`config.mk`:
```
export PLATFORM = sky130hd
export DESIGN_NAME = decode_issue_ctrl
export DESIGN_NICKNAME = d
export VERILOG_FILES = /design/src/rtl/decode_issue_pkg.sv /design/src/rtl/inst_lookup_decoder.sv /design/src/rtl/decode_issue_ctrl.sv
export SDC_FILE = /design/constraint.sdc
export NUM_CORES = 1
export LEC_CHECK = 0
export BUFFER_PORTS_ARGS = -buffer_cell sky130_fd_sc_hd__clkbuf_2
export CELL_PAD_IN_SITES_DETAIL_PLACEMENT = 1
export CELL_PAD_IN_SITES_GLOBAL_PLACEMENT = 2
export CORE_MARGIN = 3
export CORE_UTILIZATION = 23
export CTS_CLUSTER_DIAMETER = 120
export CTS_CLUSTER_SIZE = 40
export DETAILED_ROUTE_END_ITERATION = 6
export PLACE_DENSITY_LB_ADDON = 0.2
export SYNTH_ARGS = -nofsm -noshare
export SYNTH_HDL_FRONTEND = slang
export SYNTH_SLANG_ARGS = --single-unit
```
`constraint.sdc`:
```
create_clock -name clk -period 5.3 [get_ports clk]
set_input_delay 0.53 -clock clk [delete_from_list [all_inputs] [get_ports clk]]
set_output_delay 0.53 -clock clk [all_outputs]
set_load 0.005 [all_outputs]
```
`src/rtl/decode_issue_pkg.sv`:
```
// Shared types and constants for the decode/issue sequencer.
// Optional feature macro used by the top: DECODE_ISSUE_PERF_EN (issue/trap counters).
package decode_issue_pkg;

    typedef enum logic {
        RUN  = 1'b0,
        TRAP = 1'b1
    } state_t;

    localparam int INST_W = 32;
    localparam int PERF_W = 16;

    // Encodings the lookup decoder rejects; also handy as bench stimulus.
    localparam logic [INST_W-1:0] ILL_A = 32'h0000_257b;
    localparam logic [INST_W-1:0] ILL_B = 32'h0000_277b;

    function automatic logic is_illegal(input logic [INST_W-1:0] word);
        return (word == ILL_A) || (word == ILL_B);
    endfunction

endpackage

```
`src/rtl/inst_lookup_decoder.sv`:
```
// Combinational instruction-lookup decoder: flags the known illegal encodings.
module inst_lookup_decoder
    import decode_issue_pkg::*;
(
    input  logic [INST_W-1:0] io_inst,
    output logic              io_sigs_valid
);

    // Every word is legal except the two reserved encodings.
    always_comb begin
        io_sigs_valid = !is_illegal(io_inst);
    end

endmodule

```
`src/rtl/decode_issue_ctrl.sv`:
```
// Decode/issue sequencer: circular instruction buffer in front of the lookup
// decoder, valid/ready issue, and trap capture of illegal head words.
// Optional feature: define DECODE_ISSUE_PERF_EN to add perf_issued/perf_illegal.
module decode_issue_ctrl
    import decode_issue_pkg::*;
#(
    parameter int DEPTH = 2
) (
    input  logic              clk,
    input  logic              reset_n,
    input  logic              in_valid,
    output logic              in_ready,
    input  logic [INST_W-1:0] in_inst,
    output logic              out_valid,
    input  logic              out_ready,
    output logic [INST_W-1:0] out_inst,
    output logic              trap_valid,
    output logic [INST_W-1:0] trap_inst,
    input  logic              trap_ack,
    input  logic              flush,
    output logic              busy
`ifdef DECODE_ISSUE_PERF_EN
    ,
    output logic [PERF_W-1:0] perf_issued,
    output logic [PERF_W-1:0] perf_illegal
`endif
);

    localparam int PW = $clog2(DEPTH);
    localparam int CW = $clog2(DEPTH) + 1;

    state_t            state_reg, state_next;
    logic [PW-1:0]     rd_ptr_reg, rd_ptr_next;
    logic [PW-1:0]     wr_ptr_reg, wr_ptr_next;
    logic [CW-1:0]     count_reg, count_next;
    logic [INST_W-1:0] trap_inst_reg, trap_inst_next;

    logic [INST_W-1:0] mem [DEPTH];

    logic [INST_W-1:0] head_inst;
    logic              head_legal;
    logic              not_empty;
    logic              push;
    logic              issue;
    logic              trap_take;
    logic              mem_we;

    assign head_inst = mem[rd_ptr_reg];
    assign not_empty = (count_reg != '0);

    inst_lookup_decoder u_decoder (
        .io_inst       (head_inst),
        .io_sigs_valid (head_legal)
    );

    // Handshake outputs depend only on registered state, never on in_valid/out_ready.
    always_comb begin
        in_ready   = (state_reg == RUN) && (count_reg < CW'(DEPTH));
        out_valid  = (state_reg == RUN) && not_empty && head_legal;
        out_inst   = not_empty ? head_inst : '0;
        trap_valid = (state_reg == TRAP);
        trap_inst  = trap_inst_reg;
        busy       = not_empty || (state_reg == TRAP);
    end

    assign push      = in_valid && in_ready;
    assign issue     = out_valid && out_ready;
    assign trap_take = (state_reg == RUN) && not_empty && !head_legal;
    assign mem_we    = push && !flush;

    // Next-state: flush wins over everything, then per-state buffer/trap handling.
    always_comb begin
        state_next     = state_reg;
        rd_ptr_next    = rd_ptr_reg;
        wr_ptr_next    = wr_ptr_reg;
        count_next     = count_reg;
        trap_inst_next = trap_inst_reg;
        if (flush) begin
            state_next  = RUN;
            rd_ptr_next = '0;
            wr_ptr_next = '0;
            count_next  = '0;
        end else begin
            case (state_reg)
                RUN: begin
                    // An illegal head is popped into the trap register.
                    if (push) begin
                        wr_ptr_next = wr_ptr_reg + PW'(1);
                    end
                    if (issue || trap_take) begin
                        rd_ptr_next = rd_ptr_reg + PW'(1);
                    end
                    case ({push, (issue || trap_take)})
                        2'b10:   count_next = count_reg + CW'(1);
                        2'b01:   count_next = count_reg - CW'(1);
                        default: count_next = count_reg;
                    endcase
                    if (trap_take) begin
                        state_next     = TRAP;
                        trap_inst_next = head_inst;
                    end
                end
                TRAP: begin
                    // Acknowledge discards whatever was queued behind the bad word.
                    if (trap_ack) begin
                        state_next  = RUN;
                        rd_ptr_next = '0;
                        wr_ptr_next = '0;
                        count_next  = '0;
                    end
                end
                default: state_next = RUN;
            endcase
        end
    end

    // Control state register.
    always_ff @(posedge clk or negedge reset_n) begin
        if (!reset_n) begin
            state_reg     <= RUN;
            rd_ptr_reg    <= '0;
            wr_ptr_reg    <= '0;
            count_reg     <= '0;
            trap_inst_reg <= '0;
        end else begin
            state_reg     <= state_next;
            rd_ptr_reg    <= rd_ptr_next;
            wr_ptr_reg    <= wr_ptr_next;
            count_reg     <= count_next;
            trap_inst_reg <= trap_inst_next;
        end
    end

    // Buffer storage; contents are don't-care until written, so no reset.
    always_ff @(posedge clk) begin
        if (mem_we) begin
            mem[wr_ptr_reg] <= in_inst;
        end
    end

`ifdef DECODE_ISSUE_PERF_EN
    logic [PERF_W-1:0] perf_issued_reg;
    logic [PERF_W-1:0] perf_illegal_reg;

    // Free-running wrap-around counters; only reset clears them.
    always_ff @(posedge clk or negedge reset_n) begin
        if (!reset_n) begin
            perf_issued_reg  <= '0;
            perf_illegal_reg <= '0;
        end else begin
            if (issue && !flush) begin
                perf_issued_reg <= perf_issued_reg + PERF_W'(1);
            end
            if (trap_take && !flush) begin
                perf_illegal_reg <= perf_illegal_reg + PERF_W'(1);
            end
        end
    end

    assign perf_issued  = perf_issued_reg;
    assign perf_illegal = perf_illegal_reg;
`endif

endmodule

```
Word level (Yosys, flattened, before mapping)
Memories as Yosys holds them, arrays and structs flattened.
Index checks and enable logic that the tools add are counted.
- register bits: 37
- bits in latches: 0
- bits in writable memories: 64
- bits in read-only memories: 0
- input port bits: 38
- output and inout bits: 68
- logic and storage cells: 56
- memories kept: 1
- $add $sub $neg: 4
- multipliers: 0
- divide/modulo/power cells: 0
- order comparisons: 1
- eq/ne operators: 8
- shift operators: 0
- mux-type cells: 18
- bitwise operators: 2
- reduce and logical (&&, ||, !) cells: 17
- memory list (memory ; depth ; bits a word ; read ports ; clocked after memory_dff ; write ports ; line ; RTL):
    mem ; 2 ; 32 ; 1 ; 0 ; 1 ; decode_issue_ctrl.sv:38 ; logic [INST_W-1:0] mem [DEPTH];
- operators by type and width (kind ; count):
    32-bit by 14-bit equality test with 1-bit output, second input constant ; 2
    32-bit two-way mux ; 1
    1-bit two-way mux ; 10
    2-bit case mux with 2 select lines ; 2
    1-bit logical AND ; 7
    3-bit != test, second input constant ; 2
    1-bit case mux with 2 select lines ; 3
    2-bit AND reduction ; 3
    2-bit two-way mux ; 2
    4-bit by 2-bit != test with 1-bit output, second input constant ; 1
    1-bit logical OR ; 3
    3-bit by 2-bit != test with 1-bit output, second input constant ; 1
    3-bit AND reduction ; 1
    1-bit adder, second input constant ; 2
    2-bit by 1-bit adder with 2-bit output, second input constant ; 1
    2-bit by 1-bit equality test with 1-bit output, second input constant ; 1
    2-bit equality test, second input constant ; 1
    1-bit logical NOT ; 2
    2-bit less-than comparator, second input constant ; 1
    1-bit NOT ; 2
    2-bit nonzero test ; 1
    2-bit by 1-bit subtractor with 2-bit output, second input constant ; 1

Depth between registers and ports, before layout
An unclocked memory read counts as a cell.
- depth in word-level cells: 11
- gate-level depth with buffers: 12
- gate-level depth less buffers: 11

Modules after synthesis
A second synthesis with hierarchy kept.
- cell total of the unflattened synthesis: 254
- area, all modules: 4249.1 um2
- modules (own cells, without submodules) (module ; instances ; cells each ; area an instance (um2) ; seq. area each (um2)):
    decode_issue_ctrl ; 1 ; 243 ; 4167.7 ; 2847.7
    inst_lookup_decoder ; 1 ; 11 ; 81.3 ; 0.0

Worst setup path after synthesis
OpenSTA, ideal clock, no wires.
- path type: register -> register
- from: register state_reg (netlist: trap_valid)
- to: memory mem[1][0] (enable)
- data arrival time: 3.320 ns
- data required time: 4.832 ns
- setup slack: 1.512 ns
- cell stages (with the launch flop): 5
- clock period less this slack: 3.788 ns
- cell sequence: dfrtp_1 clkbuf_1 nor2_1 nand2_1 nor3b_1
- word-level cells in the longest chain between the ends: 6
- ends and longest elaborated chain (what ; line ; RTL):
    start, declared ; decode_issue_ctrl.sv:32 ; state_t state_reg, state_next;
    start signal, assigned ; decode_issue_ctrl.sv:126 ; state_reg <= state_next;
    1-bit NOT (no source line) ; n/a ;
    1-bit logical AND ; decode_issue_ctrl.sv:58 ; in_ready = (state_reg == RUN) && (count_reg < CW'(DEPTH));
    net in_ready ; decode_issue_ctrl.sv:12 ; output logic in_ready,
    1-bit logical AND ; decode_issue_ctrl.sv:66 ; assign push = in_valid && in_ready;
    1-bit logical AND ; decode_issue_ctrl.sv:69 ; assign mem_we = push && !flush;
    1-bit two-way mux ; decode_issue_ctrl.sv:136 ; if (mem_we) begin
    1-bit two-way mux (implied by the code) ; decode_issue_ctrl.sv:137 ; mem[wr_ptr_reg] <= in_inst;
    end, declared ; decode_issue_ctrl.sv:38 ;
The timed path passes the listed nets, and every way through them passes these cells.

Worst setup path in the final report
- from: register rd_ptr_reg
- to: register count_reg[1]
- word-level cells in the longest chain between the ends: 11
- ends and longest elaborated chain (what ; line ; RTL):
    start, declared ; decode_issue_ctrl.sv:33 ; logic [PW-1:0] rd_ptr_reg, rd_ptr_next;
    start signal, assigned ; decode_issue_ctrl.sv:127 ; rd_ptr_reg <= rd_ptr_next;
    memory read 2 x 32 bit (*) ; n/a ;
    32-bit by 14-bit equality test with 1-bit output ; decode_issue_pkg.sv:18 ; return (word == ILL_A) || (word == ILL_B);
    1-bit logical OR (*) ; decode_issue_pkg.sv:18 ;
    1-bit logical NOT ; inst_lookup_decoder.sv:11 ; io_sigs_valid = !is_illegal(io_inst);
    1-bit logical AND ; decode_issue_ctrl.sv:59 ; out_valid = (state_reg == RUN) && not_empty && head_legal;
    1-bit logical AND ; decode_issue_ctrl.sv:67 ; assign issue = out_valid && out_ready;
    1-bit logical OR (*) ; decode_issue_ctrl.sv:93 ; case ({push, (issue || trap_take)})
    2-bit by 1-bit equality test with 1-bit output or 2-bit equality test (tied branches) ; decode_issue_ctrl.sv:93 ;
    2-bit case mux with 2 select lines ; decode_issue_ctrl.sv:93 ;
    2-bit case mux with 2 select lines ; decode_issue_ctrl.sv:84 ; case (state_reg)
    2-bit two-way mux ; decode_issue_ctrl.sv:78 ; if (flush) begin
    end signal, assigned ; decode_issue_ctrl.sv:129 ; count_reg <= count_next;
    end, declared ; decode_issue_ctrl.sv:35 ; logic [CW-1:0] count_reg, count_next;
Every way passes the cells marked *; elsewhere a longest branch is shown, timed or not.
A chain may end at the register's enable or synchronous reset.

==> impl_metrics.toml <==
[outcome]
status = "finished clean"

[layout]
instances_no_fill = 610
diodes = 0
fin_nets = 424
regArea_mm2 = 0.00285
largest_reg_flops = 64
fillCellCount = 1848
area_growth_pct = 27.6
drive_above_1_share = 0.338
multi_input_area_mm2 = 0.00108

[clock_tree]
insertion_delay_ns = 0.34
clock_sinks = 101
clockBufferDepth = 2
cts.clk_slew.worst_paths_ns = 0.07
cts_hold_buf = 0
cts_setup_buffers = 0
cts-root-buf = "clkbuf_16"
cts_resized = 0
htree_levels = 3
cts_buffers = 9
cts_tree = "built"

[logic_synthesis]
yosysSeqAreaShare = 0.716
synthArstFlopShare = 0.366
synth.area.top_cells = "edfxtp_1 (48%), dfrtp_1 (23%), mux2i_1 (8.3%)"
netlist_area_mm2 = 0.00398
synth_top_area_frac = 0.483
yosysTopAreaCell = "edfxtp_1"
synth_nets = 316
synth_common_cells = "edfxtp_1 (64), nor2_1 (40), dfrtp_1 (37), mux2i_1 (33), and2_1 (23)"
synth_most_common_cell = "edfxtp_1"
synth-seq-cells = 101
postSynthAreaPerCell_um2 = 14.4
synth.distinct_cells = 36
netlist_instances = 277
ys_warn_count = 0
synth_edf_count = 64
synth_ff_type = "edfxtp_1"

[timing]
whs_ns = 0.320
rsz0062_at_grt = "false"
setup_violations = 0
drv_slew = 0
slew_headroom = 0.368
tns_ns = 0
period_needed_ns = 3.57
finalHoldViolations = 0
min_period_over_period = 0.673
fmax_mhz = 280
tightest_slew_ns = 0.945
fin_worst_skew_ns = 0.00921

[global_routing]
first_global_vias = 2816
grt_start_max_net_pins = 38
grt_util_all_layers = 0.108
grt_pass1_wl_um = 15300
grt-ovfl-total = 0
antenna_found_initial = 0

[setup_path]
worst_setup_path_end_kind = "register"
reg2reg_depth = 11
setup.worst_path.end = "count_reg[1]$_DFFE_PN0P_"
startpoint = "rd_ptr_reg$_DFFE_PN0P_"
crit_arrival_ns = 3.79
cp.required_ns = 5.52
path_max_fanout = 24
reg2reg_slack_ns = 1.73
r2r_start = "rd_ptr_reg$_DFFE_PN0P_"
critPathKind = "reg2reg"
cp-start-kind = "register"
rr_endpoint = "count_reg[1]$_DFFE_PN0P_"

[power_and_ir_drop]
vdd_drop_max_mv = 0.147
cellLeakagePower_nw = 2.16
powerDensity_mw_per_mm2 = 418

[floorplan]
core_area_mm2 = 0.0168
die_area_mm2 = 0.0189
row_count = 47
die_w_um = 138
start_util = 0.237
io_pins = 106
die_y_um = 138

[detailed_routing]
vias_per_cell = 4.12
num_vias = 2514
drc = 0
drt_first_pass_iters = 4
drt_iter0_markers = 150
wl_um = 9770
ant_nets = 0
wl_per_cell_um = 16.0

[placement]
placed_cells = 594
globalplace.congestion = 0.723
port_buffers = 105
dpl.hpwl_um = 7290

[min_path]
worstHoldPathType = "in2async"

[flow_run]
max_cap_violations = 0
-- cell type report --
class | instances | share of cell area
Multi-Input combinational cell | 161 | 0.213
Clock inverter | 7 | 0.0145
Timing Repair Buffer | 110 | 0.111
Clock buffer | 9 | 0.0444
Tap cell | 220 | 0.0542
Inverter | 2 | 0.00148
Sequential cell | 101 | 0.561
-- cells in the final DEF (no fill, tap or decap), types with 3 or more instances in the layout --
master	netlist	layout
buf_4	2	5
clkbuf_16	0	9
nand2_1	10	10
dfrtp_1	37	36
nand2b_1	10	10
nor2_1	40	39
nor3_1	4	3
edfxtp_1	64	64
clkinv_4	0	3
nor4_1	5	5
xnor2_1	3	3
and2_1	23	23
clkbuf_2	0	105
mux2i_1	33	33
nor4bb_1	5	5
nand4_1	3	3
-- worst min path at each step --
stage | startpoint | endpoint | slack [ns] | cells after the start
CTS | reset_n | trap_inst[27]$_DFFE_PN0P_ | 0.35 | 1
floorplan | reset_n | count_reg[0]$_DFFE_PN0P_ | 0.23 | 0
global placement | trap_inst[13]$_DFFE_PN0P_ | trap_inst[13]$_DFFE_PN0P_ | 0.45 | 1
finish | reset_n | trap_inst[31]$_DFFE_PN0P_ | 0.32 | 1
global route | in_inst[23] | mem[1][23]$_DFFE_PP_ | 0.36 | 1
detailed placement | trap_inst[6]$_DFFE_PN0P_ | trap_inst[6]$_DFFE_PN0P_ | 0.45 | 1
-- stage by stage --
step / utilization / worst slack, ns / cell area (µm²) / power (mW)
3_3_place_gp: 0.285 / 1.80 / 4780 / 1.51
6_report: 0.303 / 1.73 / 5070 / 2.12
4_1_cts: 0.303 / 1.67 / 5070 / 2.17
5_1_grt: 0.303 / 1.31 / 5070 / 2.26
2_1_floorplan: - / 1.51 / 3980 / 1.27
3_5_place_dp: 0.285 / 1.70 / 4780 / 1.51
-- cell families after synthesis --
group                    after synthesis  share of synthesized area
AO/OA/AOI/OAI                         10                     0.0179
XOR/XNOR                               3                    0.00661
adder cells (fa/ha/maj)                1                    0.00315
buffers and inverters                 15                     0.0167
flip-flops                           101                      0.716
multiplexers                          33                     0.0830
AND/OR/NAND/NOR                      114                      0.157
-- critical path, stage by stage, from the launching register on --
cell and delay, ns:
dfrtp_2 0.70, buf_4 0.44, nor4b_1 0.29, nand4_1 0.16
a222oi_1 0.64, nand2_1 0.18, a211oi_1 0.28, ha_1 0.29
nor2_1 0.14, xnor2_1 0.13, o22a_1 0.15, nor2_1 0.04
-- metal layers --
metal | vias up | GRT usage | share of wire
met5 | - | 0 | 0
met4 | 0 | 0.0532 | 0.020
met3 | 14 | 0.0186 | 0.036
met2 | 52 | 0.182 | 0.52
met1 | 1243 | 0.133 | 0.43
li1 | 1205 | - | -
-- power breakdown --
part           total [mW]  switching [mW]  internal (mW)  leakage (nW)
combinational       0.510           0.283          0.227         0.914
clock               0.652           0.284          0.368         0.147
sequential          0.961          0.0616          0.899          1.09
(Power assumes the default switching activity.)
